### config.mk
export PLATFORM = sky130hd
export DESIGN_NAME = spi_frame_fifo
export DESIGN_NICKNAME = d
export VERILOG_FILES = /design/src/rtl/spi_frame_fifo.sv
export SDC_FILE = /design/constraint.sdc
export NUM_CORES = 1
export LEC_CHECK = 0
export CORE_MARGIN = 2
export CORE_UTILIZATION = 40
export DETAILED_ROUTE_END_ITERATION = 16
export HOLD_SLACK_MARGIN = 0.05
export SYNTH_ARGS = -nofsm -noshare
export SYNTH_HDL_FRONTEND = slang
export SYNTH_SLANG_ARGS = --single-unit
### constraint.sdc
create_clock -name clk -period 5.86 [get_ports clk]
set_input_delay 0.879 -clock clk [delete_from_list [all_inputs] [get_ports clk]]
set_output_delay 0.879 -clock clk [all_outputs]
set_load 0.005 [all_outputs]
### src/rtl/spi_frame_fifo.sv
// SPI frame receiver: deserializes fixed-length MSB-first frames from a
// clk-synchronous SPI bus and queues them in a first-word-fall-through FIFO.
module spi_frame_fifo #(
    parameter int unsigned NBYTES      = 3,
    parameter int unsigned DEPTH       = 4,
    parameter int unsigned SAMPLE_RISE = 1
) (
    input  logic                          clk,
    input  logic                          resetB,
    input  logic                          cs,
    input  logic                          sck,
    input  logic                          sdi,
    input  logic                          frame_ready,
    input  logic                          ovf_clr,
    output logic                          frame_valid,
    output logic [8*NBYTES-1:0]           frame_data,
    output logic [$clog2(DEPTH+1)-1:0]    level,
    output logic                          overflow,
    output logic                          frame_err
);

    localparam int unsigned FW = 8 * NBYTES;
    localparam int unsigned CW = $clog2(FW + 1);
    localparam int unsigned PW = $clog2(DEPTH);
    localparam int unsigned LW = $clog2(DEPTH + 1);

    logic          sck_q, sck_d;
    logic          cs_q, cs_d;
    logic [CW-1:0] cnt_q, cnt_d;
    logic [FW-1:0] sr_q, sr_d;
    logic [FW-1:0] mem_q [DEPTH];
    logic [FW-1:0] mem_d [DEPTH];
    logic [PW-1:0] wr_ptr_q, wr_ptr_d;
    logic [PW-1:0] rd_ptr_q, rd_ptr_d;
    logic [LW-1:0] level_q, level_d;
    logic          frame_valid_q, frame_valid_d;
    logic [FW-1:0] frame_data_q, frame_data_d;
    logic          overflow_q, overflow_d;
    logic          frame_err_q, frame_err_d;

    logic          sample_edge_c;
    logic          push_c;
    logic [FW-1:0] frame_c;
    logic          pop_c;
    logic          full_c;
    logic          accept_c;
    logic          drop_c;

    // Bit capture: edge detect, shift register, bit counter, frame completion.
    always_comb begin
        sck_d       = sck;
        cs_d        = cs;
        cnt_d       = cnt_q;
        sr_d        = sr_q;
        push_c      = 1'b0;
        frame_err_d = 1'b0;
        frame_c     = {sr_q[FW-2:0], sdi};
        sample_edge_c = (SAMPLE_RISE != 0) ? (sck & ~sck_q) : (~sck & sck_q);

        if (!cs) begin
            cnt_d = '0;
            if (cs_q && (cnt_q != '0)) begin
                frame_err_d = 1'b1;
            end
        end else if (sample_edge_c) begin
            sr_d = frame_c;
            if (cnt_q == CW'(FW - 1)) begin
                cnt_d  = '0;
                push_c = 1'b1;
            end else begin
                cnt_d = cnt_q + CW'(1);
            end
        end
    end

    // FIFO bookkeeping; head frame and valid are recomputed from next state.
    always_comb begin
        mem_d      = mem_q;
        wr_ptr_d   = wr_ptr_q;
        rd_ptr_d   = rd_ptr_q;
        overflow_d = overflow_q;

        pop_c    = frame_valid_q & frame_ready;
        full_c   = (level_q == LW'(DEPTH));
        accept_c = push_c & (~full_c | pop_c);
        drop_c   = push_c & full_c & ~pop_c;

        if (accept_c) begin
            mem_d[wr_ptr_q] = frame_c;
            wr_ptr_d        = wr_ptr_q + PW'(1);
        end
        if (pop_c) begin
            rd_ptr_d = rd_ptr_q + PW'(1);
        end
        level_d = level_q + LW'(accept_c) - LW'(pop_c);

        if (drop_c) begin
            overflow_d = 1'b1;
        end else if (ovf_clr) begin
            overflow_d = 1'b0;
        end

        frame_valid_d = (level_d != '0);
        frame_data_d  = mem_d[rd_ptr_d];
    end

    // State registers.
    always_ff @(posedge clk or negedge resetB) begin
        if (!resetB) begin
            sck_q         <= 1'b0;
            cs_q          <= 1'b0;
            cnt_q         <= '0;
            sr_q          <= '0;
            for (int i = 0; i < DEPTH; i++) begin
                mem_q[i] <= '0;
            end
            wr_ptr_q      <= '0;
            rd_ptr_q      <= '0;
            level_q       <= '0;
            frame_valid_q <= 1'b0;
            frame_data_q  <= '0;
            overflow_q    <= 1'b0;
            frame_err_q   <= 1'b0;
        end else begin
            sck_q         <= sck_d;
            cs_q          <= cs_d;
            cnt_q         <= cnt_d;
            sr_q          <= sr_d;
            mem_q         <= mem_d;
            wr_ptr_q      <= wr_ptr_d;
            rd_ptr_q      <= rd_ptr_d;
            level_q       <= level_d;
            frame_valid_q <= frame_valid_d;
            frame_data_q  <= frame_data_d;
            overflow_q    <= overflow_d;
            frame_err_q   <= frame_err_d;
        end
    end

    assign frame_valid = frame_valid_q;
    assign frame_data  = frame_data_q;
    assign level       = level_q;
    assign overflow    = overflow_q;
    assign frame_err   = frame_err_q;

endmodule
-- Word level (Yosys, flattened, before mapping)
Cells that the tools add are included.
- $add $sub $neg: 5
- magnitude comparators: 3
- eq/ne operators: 3
- mux-type cells: 18
- bitwise gates (word level): 11
- reductions and logical operators: 6
- operator list (cell ; number):
    96-bit bitwise mux ; 1
    96-bit two-way mux ; 1
    24-bit two-way mux ; 3
    24-bit binary-select mux with 2-bit select ; 1
    24-bit demux with 2-bit select ; 1
    5-bit two-way mux ; 3
    1-bit two-way mux ; 7
    3-bit greater-or-equal comparator, second input constant ; 2
    2-bit inverter with 3-bit output ; 2
    5-bit by 1-bit adder with 5-bit output, second input constant ; 1
    1-bit AND ; 5
    5-bit equality test, second input constant ; 1
    5-bit nonzero test ; 1
    2-bit by 1-bit adder with 2-bit output, second input constant ; 2
    3-bit by 1-bit adder with 3-bit output ; 1
    3-bit equality test, second input constant ; 1
    3-bit by 1-bit < comparator with 1-bit output, second input constant ; 1
    1-bit inverter ; 3
    3-bit nonzero test ; 1
    3-bit by 1-bit subtractor with 3-bit output ; 1
    1-bit logical AND ; 2
    2-bit two-way mux ; 1
    2-bit by 1-bit != test with 1-bit output, second input constant ; 1
    2-bit AND reduction ; 1
    2 further kinds ; 2
- flip-flop bits (word level): 160
- output and inout bits: 30
- logic and storage cells: 61

-- Logic depth before layout (Yosys ltp)
Gate-level depths: netlist (run 1).
- depth in word-level cells: 10
- depth in mapped cells: 13

-- Least setup slack after synthesis (run 1)
Ideal clock, no wire load.
- path type: input -> register
- start: input cs
- end: register frame_valid_q (netlist: frame_valid)
- library setup time: 0.131 ns
- arrival: 3.271 ns
- slack: 2.457 ns
- stages on the path: 12
- cell sequence: nand3b_2 -> a311oi_4 -> buf_4 -> clkbuf_1 -> inv_1 -> ha_1 -> inv_1 -> ha_1 -> fa_1 -> xnor2_1 -> xnor2_1 -> or3_1
- cells in the longest elaborated chain, start to end: 5
- ends and longest elaborated chain (what ; line ; text):
    from (decl) ; 10 ; input logic cs,
    1-bit two-way mux ; 60 ; if (!cs) begin
    1-bit AND ; 85 ; accept_c = push_c & (~full_c | pop_c);
    3-bit by 1-bit adder with 3-bit output ; 95 ; level_d = level_q + LW'(accept_c) - LW'(pop_c);
    3-bit by 1-bit subtractor with 3-bit output ; 95 ;
    named net level_d[2] ; 35 ; logic [LW-1:0] level_q, level_d;
    3-bit nonzero test ; 103 ; frame_valid_d = (level_d != '0);
    named net frame_valid_d ; 36 ; logic frame_valid_q, frame_valid_d;
    to (signal assigned) ; 133 ; frame_valid_q <= frame_valid_d;
    to (decl) ; 36 ;
The timed path passes the listed nets, and every way through them passes these cells.
A chain may end at the register's enable or synchronous reset.

-- Worst setup path in the final report (run 1)
- start: input frame_ready
- end: register frame_valid_q (netlist: frame_valid)
- cells in the longest elaborated chain, start to end: 6
- ends and longest elaborated chain (what ; line ; text):
    from (decl) ; 13 ; input logic frame_ready,
    1-bit AND (*) ; 83 ; pop_c = frame_valid_q & frame_ready;
    1-bit bitwise OR ; 85 ;
    1-bit AND ; 85 ;
    3-bit by 1-bit adder with 3-bit output ; 95 ;
    3-bit by 1-bit subtractor with 3-bit output (*) ; 95 ;
    named net level_d[2] ; 35 ;
    3-bit nonzero test (*) ; 103 ;
    named net frame_valid_d ; 36 ;
The timed path passes the listed nets; every way through them passes the cells marked *.

==> results of run 1 <==
-- synth_stat cells (16+ instances only) --
master,n
sky130_fd_sc_hd__mux2_2,66
sky130_fd_sc_hd__nor2_1,127
sky130_fd_sc_hd__mux2_1,23
sky130_fd_sc_hd__o21ai_0,16
sky130_fd_sc_hd__a21oi_1,16
sky130_fd_sc_hd__nand2_1,155
sky130_fd_sc_hd__mux2i_1,30
sky130_fd_sc_hd__dfrtp_1,160
sky130_fd_sc_hd__clkbuf_1,57
sky130_fd_sc_hd__o31ai_1,18
-- worst max path at each step --
stage,end,slack (ns),startpoint
6_report,frame_valid,2.06,frame_ready
5_1_grt,frame_valid,1.84,frame_ready
4_1_cts,frame_valid,2.05,frame_ready
3_5_place_dp,frame_valid,1.61,frame_ready
3_3_place_gp,frame_valid,1.68,frame_ready
2_1_floorplan,frame_valid,2.46,cs
-- routing by layer --
layer  vias to the layer above  GRT usage  wire length [µm]
met4                         0    0.05485               271
met5                         -          0                 0
met1                      2897     0.2518              8850
li1                       2778          -                 -
met3                        20    0.03031               647
met2                       109     0.2868              8405
-- flip-flops by register name, summed over array words and instances, names as in the netlist --
register     flops
overflow         1
cs_q             1
frame_valid      1
sr_q            23
wr_ptr_q         2
sck_q            1
mem_q           96
level            3
cnt_q            5
frame_err        1
frame_data      24
rd_ptr_q         2
-- metrics by stage --
step / utilization / hold slack [ns] / std cells / setup WS [ns]
after floorplan: - / 0.4458 / 822 / 2.457
after global placement: 0.4282 / 0.4571 / 1063 / 1.676
after detailed placement: 0.4282 / 0.4630 / 1063 / 1.613
after CTS: 0.4600 / 0.4789 / 1095 / 2.050
after global routing: 0.4600 / 0.4850 / 1095 / 1.845
final: 0.4600 / 0.4744 / 1095 / 2.065
-- logic make-up (layout without fill, tap and decap cells) --
group,Yosys count,in the layout,synth area share
compound gates,99,99,0.08638
flops,160,160,0.4927
xor+xnor,5,5,0.005389
mux,119,119,0.1603
fa+ha+maj,9,9,0.01478
simple gates,339,339,0.1915
buf+inv,91,94,0.04896
-- area by class of cell --
cell class	count	area (µm²)
clock buffer	23	488.0
inverter	10	37.54
fill	1893	10860
clock inverter	9	152.6
timing repair buffer	52	481.7
sequential	160	4004
tap	270	337.8
multi-input combinational	571	3747
-- power by group through the flow --
stage | Clock (mW) | Combinational (mW) | Sequential [mW]
finish | 1.21 | 1.14 | 1.38
CTS | 1.23 | 1.16 | 1.38
floorplan | 0 | 0.788 | 1.32
detailed placement | 0 | 1.15 | 1.40
global route | 1.28 | 1.29 | 1.40
global placement | 0 | 1.14 | 1.40
-- worst register-to-register path, stage by stage, from the launching register on --
cell                       delay, ns
sky130_fd_sc_hd__dfrtp_1        0.39
sky130_fd_sc_hd__ha_1           0.26
sky130_fd_sc_hd__nand4b_4       0.17
sky130_fd_sc_hd__a311oi_4       0.84
sky130_fd_sc_hd__inv_1          0.10
sky130_fd_sc_hd__ha_1           0.31
sky130_fd_sc_hd__inv_1          0.04
sky130_fd_sc_hd__ha_1           0.18
sky130_fd_sc_hd__fa_1           0.38
sky130_fd_sc_hd__xnor2_1        0.15
sky130_fd_sc_hd__xnor2_1        0.14
sky130_fd_sc_hd__or3_1          0.30
==> metrics.txt, run 1 <==
# TYPE chip_impl_metric gauge
chip_impl_info{name="status",value="finished, final reports clean"} 1
chip_impl_metric{name="whs_path_depth",unit=""} 2
chip_impl_info{name="cts_tree",value="yes"} 1
chip_impl_metric{name="fin_worst_skew",unit="ns"} 0.008696
chip_impl_metric{name="cts.repair.resized",unit=""} 0
chip_impl_metric{name="diodes",unit=""} 0
chip_impl_metric{name="flow.area_growth_from_synthesis",unit="%"} 13.81
chip_impl_info{name="crit-reg2reg-capture",value="frame_valid"} 1
chip_impl_metric{name="maxSlewHeadroom",unit=""} 0.2246
chip_impl_info{name="cp_cell_sequence",value="clkdlybuf4s50_1 > nand2_1 > a311oi_4 > inv_1 > ha_1 > inv_1 > ha_1 > fa_1 > xnor2_1 > xnor2_1 > or3_1"} 1
chip_impl_metric{name="synthesis.area",unit="µm²"} 8127
chip_impl_info{name="rsz0062_at_grt",value="false"} 1
chip_impl_info{name="critical_path_class",value="in2reg"} 1
chip_impl_metric{name="max-cap-violations",unit=""} 0
chip_impl_metric{name="report.final.setup_viol",unit=""} 0
chip_impl_info{name="hold_removal_path_class",value="reg2reg"} 1
chip_impl_metric{name="clk_latency",unit="ns"} 0.43
chip_impl_metric{name="route.detailed.vias_per_inst",unit=""} 5.300
chip_impl_metric{name="totalWireLength",unit="µm"} 18180
chip_impl_info{name="hold_path_startpoint",value="mem_q[88]"} 1
chip_impl_metric{name="core_region_area",unit="µm²"} 20100
chip_impl_info{name="ys_dominant_reg_cell",value="sky130_fd_sc_hd__dfrtp_1"} 1
chip_impl_metric{name="cts_setup_buffers",unit=""} 0
chip_impl_metric{name="p_total",unit="mW"} 3.727
chip_impl_metric{name="net-switching-power",unit="mW"} 1.179
chip_impl_metric{name="p_int",unit="mW"} 2.548
chip_impl_metric{name="synth-edff-count",unit=""} 0
chip_impl_metric{name="postLayoutCellArea",unit="µm²"} 9249
chip_impl_metric{name="overflow",unit=""} 0
chip_impl_metric{name="power_switching_share",unit=""} 0.3163
chip_impl_metric{name="drive_gt1_frac",unit=""} 0.1600
chip_impl_info{name="worstHoldEndpoint",value="mem_q[88]"} 1
chip_impl_metric{name="numClockSinks",unit=""} 160
chip_impl_metric{name="dp_hpwl",unit="µm"} 10420
chip_impl_metric{name="worst_pin_slew",unit="ns"} 1.160
chip_impl_info{name="final_cell_mix",value="sky130_fd_sc_hd__dfrtp_1 (160), sky130_fd_sc_hd__nand2_1 (153), sky130_fd_sc_hd__nor2_1 (127)"} 1
chip_impl_metric{name="vias_in_the_first_global_route",unit=""} 5695
chip_impl_metric{name="chipWidth",unit="µm"} 146.5
chip_impl_metric{name="clock_power_share",unit=""} 0.324
chip_impl_metric{name="final-hold-violation-count",unit=""} 0
chip_impl_info{name="crit-reg2reg-launch",value="cnt_q[0]"} 1
chip_impl_metric{name="place.port_buffers",unit=""} 36
chip_impl_metric{name="place_congestion",unit=""} 0.7171
chip_impl_metric{name="timing.reg2reg.worst_path_depth",unit=""} 11
chip_impl_metric{name="maxClockFrequency",unit="GHz"} 0.2635
chip_impl_metric{name="vias",unit=""} 5804
chip_impl_metric{name="drtPass1Iterations",unit=""} 6
chip_impl_metric{name="path_max_fanout",unit=""} 16
chip_impl_metric{name="cts_hold_buffers",unit=""} 0
chip_impl_info{name="final_common_cell",value="sky130_fd_sc_hd__dfrtp_1"} 1
chip_impl_info{name="critical_path.top_delay_family",value="adder cells"} 1
chip_impl_metric{name="grt_antenna_before_repair",unit=""} 0
chip_impl_metric{name="initial_utilization",unit=""} 0.4042
chip_impl_info{name="cell_at_the_root_of_the_clock_tree",value="sky130_fd_sc_hd__clkbuf_16"} 1
chip_impl_metric{name="critical_path_buf_inv_count",unit=""} 3
chip_impl_metric{name="synth_async_sr_flop_share",unit=""} 1.000
chip_impl_metric{name="cts_buffers",unit=""} 17
chip_impl_info{name="worst_setup_path_end_kind",value="flop"} 1
chip_impl_metric{name="ant_nets",unit=""} 0
chip_impl_metric{name="syn-num-nets",unit=""} 838
chip_impl_metric{name="layout_min_cycle_time",unit="ns"} 3.795
chip_impl_metric{name="layout_worst_path_cycle_share",unit=""} 0.6477
chip_impl_metric{name="crit_path_max_incr_delay",unit="ns"} 0.84
chip_impl_metric{name="critical_path_required",unit="ns"} 6.16
chip_impl_metric{name="first_pass_grt_wire_length",unit="µm"} 30810
chip_impl_metric{name="finish.net_count",unit=""} 828
chip_impl_metric{name="pin_count_of_the_biggest_net_entering_global_routing",unit=""} 91
chip_impl_metric{name="critical_path_arrival",unit="ns"} 4.10
chip_impl_metric{name="vdd_drop_max",unit="V"} 0.0002293
chip_impl_metric{name="post-synth-top-area-fraction",unit=""} 0.4927
chip_impl_metric{name="path_clk_slew",unit="ns"} 0.06
chip_impl_info{name="netlist_top_cells_area",value="sky130_fd_sc_hd__dfrtp_1 (49%), sky130_fd_sc_hd__mux2_2 (9.1%), sky130_fd_sc_hd__nand2_1 (7.2%)"} 1
chip_impl_info{name="dominant_cell_type_by_area_after_synthesis",value="sky130_fd_sc_hd__dfrtp_1"} 1
chip_impl_metric{name="worstSetupPathDepth",unit=""} 11
chip_impl_metric{name="ys_ff_latch",unit=""} 160
chip_impl_metric{name="fp-row-count",unit=""} 52
chip_impl_metric{name="p_seq_frac",unit=""} 0.370
chip_impl_metric{name="chipHeight",unit="µm"} 146.5
chip_impl_metric{name="drcViolationCount",unit=""} 0
chip_impl_metric{name="ys_types",unit=""} 43
chip_impl_metric{name="clk_path_buf_depth",unit=""} 2
chip_impl_metric{name="setup_total_negative_slack",unit="ns"} 0
chip_impl_metric{name="yosys_warnings",unit=""} 0
chip_impl_metric{name="cellLeakagePower",unit="nW"} 4.746
chip_impl_info{name="critPathSlowestCell",value="sky130_fd_sc_hd__a311oi_4"} 1
chip_impl_metric{name="wire_per_inst",unit="µm"} 16.60
chip_impl_metric{name="die_area",unit="µm²"} 21470
chip_impl_metric{name="grt_use_total",unit=""} 0.1796
chip_impl_metric{name="initialDrtViolationCount",unit=""} 412
chip_impl_metric{name="syn-instance-count",unit=""} 822
chip_impl_metric{name="postSynthAreaPerCell",unit="µm²"} 9.886
chip_impl_metric{name="cts_htree_levels",unit=""} 4
chip_impl_metric{name="ioPinCount",unit=""} 37
chip_impl_metric{name="combinationalPowerShare",unit=""} 0.307
chip_impl_metric{name="finalMaxSlewViolations",unit=""} 0
chip_impl_metric{name="postPlaceCellArea",unit="µm²"} 8608
chip_impl_metric{name="synth_seq_area_share",unit=""} 0.4927
chip_impl_metric{name="setup.reg_to_reg.worst_slack",unit="ns"} 2.48
chip_impl_metric{name="power_density",unit="nW/µm²"} 403.0
chip_impl_info{name="cp-start-kind",value="primary input"} 1
No activity file was read; power rests on OpenSTA's default activity.
==> run 2: changes to the inputs <==
==> constraint.sdc (replaced) <==
create_clock -name clk -period 3.7 [get_ports clk]
set_input_delay 0.555 -clock clk [delete_from_list [all_inputs] [get_ports clk]]
set_output_delay 0.555 -clock clk [all_outputs]
set_load 0.005 [all_outputs]
==> run 2 against run 1 <==
Net effect: clock-buffer cell count is 1 lower; via count decreased by 0.59%; non-clock buffer count increased by 4; final cell count grew 0.37%; total power up 58%; global-route usage about the same; critical endpoint is now frame_data[23].
==> metrics.txt, run 2 (same netlist as run 1, synthesis figures left out) <==
# TYPE chip_impl_metric gauge
chip_impl_metric{name="setup_total_negative_slack",unit="ns"} 0
chip_impl_metric{name="critical_path_required",unit="ns"} 4.04
chip_impl_metric{name="overflow",unit=""} 0
chip_impl_metric{name="dp_slack",unit="ns"} 0.3118
chip_impl_metric{name="postLayoutCellArea",unit="µm²"} 9324
chip_impl_metric{name="die_area",unit="µm²"} 21470
chip_impl_metric{name="grt_antenna_before_repair",unit=""} 0
chip_impl_metric{name="combinationalPowerShare",unit=""} 0.313
chip_impl_metric{name="clk_latency",unit="ns"} 0.43
chip_impl_metric{name="clk_path_buf_depth",unit=""} 2
chip_impl_metric{name="worst_hold_slack",unit="ns"} 0.06833
chip_impl_metric{name="initialDrtViolationCount",unit=""} 390
chip_impl_metric{name="worst_pin_slew",unit="ns"} 0.7741
chip_impl_metric{name="place_congestion",unit=""} 0.7207
chip_impl_metric{name="chipWidth",unit="µm"} 146.5
chip_impl_metric{name="power_density",unit="nW/µm²"} 632.1
chip_impl_metric{name="path_max_fanout",unit=""} 57
chip_impl_metric{name="maxClockFrequency",unit="GHz"} 0.3404
chip_impl_metric{name="finish.net_count",unit=""} 832
chip_impl_metric{name="dp_hpwl",unit="µm"} 10690
chip_impl_metric{name="final.fill_count",unit=""} 1858
chip_impl_info{name="hold_removal_path_class",value="in2async"} 1
chip_impl_metric{name="initial_utilization",unit=""} 0.4042
chip_impl_metric{name="chipHeight",unit="µm"} 146.5
chip_impl_metric{name="core_region_area",unit="µm²"} 20100
chip_impl_metric{name="layout_min_cycle_time",unit="ns"} 2.937
chip_impl_metric{name="vdd_drop_max",unit="V"} 0.0002890
chip_impl_metric{name="power_switching_share",unit=""} 0.3155
chip_impl_metric{name="fin_cells",unit=""} 1099
chip_impl_metric{name="p_seq_frac",unit=""} 0.371
chip_impl_metric{name="first_pass_grt_wire_length",unit="µm"} 30710
chip_impl_metric{name="fp-row-count",unit=""} 52
chip_impl_metric{name="drive_gt1_frac",unit=""} 0.1628
chip_impl_metric{name="place.detailed.instances",unit=""} 1067
chip_impl_metric{name="flow.area_growth_from_synthesis",unit="%"} 14.73
chip_impl_metric{name="numClockSinks",unit=""} 160
chip_impl_metric{name="cts_setup_buffers",unit=""} 0
chip_impl_info{name="final_common_cell",value="sky130_fd_sc_hd__dfrtp_1"} 1
chip_impl_metric{name="ant_nets",unit=""} 0
chip_impl_info{name="cp-start-kind",value="primary input"} 1
chip_impl_info{name="final_cell_mix",value="sky130_fd_sc_hd__dfrtp_1 (160), sky130_fd_sc_hd__nand2_1 (153), sky130_fd_sc_hd__nor2_1 (127)"} 1
chip_impl_metric{name="grt_use_total",unit=""} 0.1791
chip_impl_metric{name="layout_worst_path_cycle_share",unit=""} 0.7939
chip_impl_metric{name="final-hold-violation-count",unit=""} 0
chip_impl_metric{name="p_total",unit="mW"} 5.894
chip_impl_metric{name="cellLeakagePower",unit="nW"} 4.766
chip_impl_metric{name="cts.repair.resized",unit=""} 0
chip_impl_info{name="cts_tree",value="yes"} 1
chip_impl_metric{name="clock_power_share",unit=""} 0.316
chip_impl_info{name="status",value="finished, final reports clean"} 1
chip_impl_metric{name="net-switching-power",unit="mW"} 1.859
chip_impl_metric{name="vias_in_the_first_global_route",unit=""} 5779
chip_impl_metric{name="largest_register_ffs",unit=""} 96
chip_impl_metric{name="report.final.setup_viol",unit=""} 0
chip_impl_metric{name="route.detailed.vias_per_inst",unit=""} 5.250
chip_impl_info{name="rsz0062_at_grt",value="false"} 1
chip_impl_metric{name="vias",unit=""} 5770
chip_impl_metric{name="cts_buffers",unit=""} 17
chip_impl_metric{name="diodes",unit=""} 0
chip_impl_metric{name="totalWireLength",unit="µm"} 18120
chip_impl_metric{name="path_clk_slew",unit="ns"} 0.06
chip_impl_metric{name="cts_htree_levels",unit=""} 4
chip_impl_metric{name="ioPinCount",unit=""} 37
chip_impl_metric{name="layout.core_utilization",unit=""} 0.4638
chip_impl_metric{name="finalMaxSlewViolations",unit=""} 0
chip_impl_metric{name="postPlaceCellArea",unit="µm²"} 8701
chip_impl_metric{name="drcViolationCount",unit=""} 0
chip_impl_metric{name="place.port_buffers",unit=""} 36
chip_impl_info{name="regMostFlops",value="mem_q"} 1
chip_impl_metric{name="cts_hold_buffers",unit=""} 0
chip_impl_metric{name="wire_per_inst",unit="µm"} 16.48
chip_impl_info{name="cell_at_the_root_of_the_clock_tree",value="sky130_fd_sc_hd__clkbuf_16"} 1
chip_impl_metric{name="critical_path_arrival",unit="ns"} 3.28
chip_impl_info{name="worst_setup_path_end_kind",value="flop"} 1
chip_impl_metric{name="pin_count_of_the_biggest_net_entering_global_routing",unit=""} 75
chip_impl_metric{name="fin_worst_skew",unit="ns"} 0.005844
chip_impl_metric{name="p_int",unit="mW"} 4.035
chip_impl_metric{name="max-cap-violations",unit=""} 0
chip_impl_metric{name="drtPass1Iterations",unit=""} 5
chip_impl_metric{name="postLayoutSetupSlackWorst",unit="ns"} 0.7625
chip_impl_metric{name="maxSlewHeadroom",unit=""} 0.4839
chip_impl_info{name="critical_path_class",value="in2reg"} 1
## run 2: final cells by class
type / instances / area, µm² / area share
Multi-Input combinational cell: 571 / 3747 / 0.4019
Clock inverter: 10 / 158.9 / 0.01704
Tap cell: 270 / 337.8 / 0.03623
Timing Repair Buffer: 56 / 574.3 / 0.06159
Inverter: 10 / 37.54 / 0.004026
Clock buffer: 22 / 464.2 / 0.04979
Sequential cell: 160 / 4004 / 0.4294
## run 2: critical path, cell delays in order
cell and delay (ns):
sky130_fd_sc_hd__clkdlybuf4s50_1 0.57, sky130_fd_sc_hd__nand2_1 0.21, sky130_fd_sc_hd__a311oi_4 0.32, sky130_fd_sc_hd__buf_4 0.58
sky130_fd_sc_hd__nand2_2 0.11, sky130_fd_sc_hd__buf_4 0.29, sky130_fd_sc_hd__mux2_1 0.37, sky130_fd_sc_hd__nor4_2 0.23
## run 2: final timing paths
path	startpoint	end	slack, ns	cells past startpoint
worst max-delay path	frame_ready	frame_data[23]	0.76	8
worst min-delay path	resetB	level[2]	0.07	1
worst max register to register	cnt_q[1]	frame_data[23]	0.88	8
worst min register to register	mem_q[92]	mem_q[92]	0.48	2
max in group asynchronous	resetB	frame_data[11]	2.71	2
min in group clk	mem_q[92]	mem_q[92]	0.48	2
## run 2: per-layer routing
metal  GRT usage  vias to the layer above  routed length, µm
li1            -                     2773                  -
met5           0                        -                  0
met3     0.03594                       16                597
met1      0.2477                     2875               8891
met2      0.2854                      106               8411
met4     0.05534                        0                216
## run 2: power groups by stage
stage                     Combinational, mW  Sequential, mW  Clock, mW
after detailed placement               1.86            2.22          0
after floorplan                        1.25            2.09          0
after global placement                 1.83            2.22          0
after CTS                              1.87            2.19       1.90
after global routing                   2.06            2.22       1.98
final                                  1.84            2.19       1.86
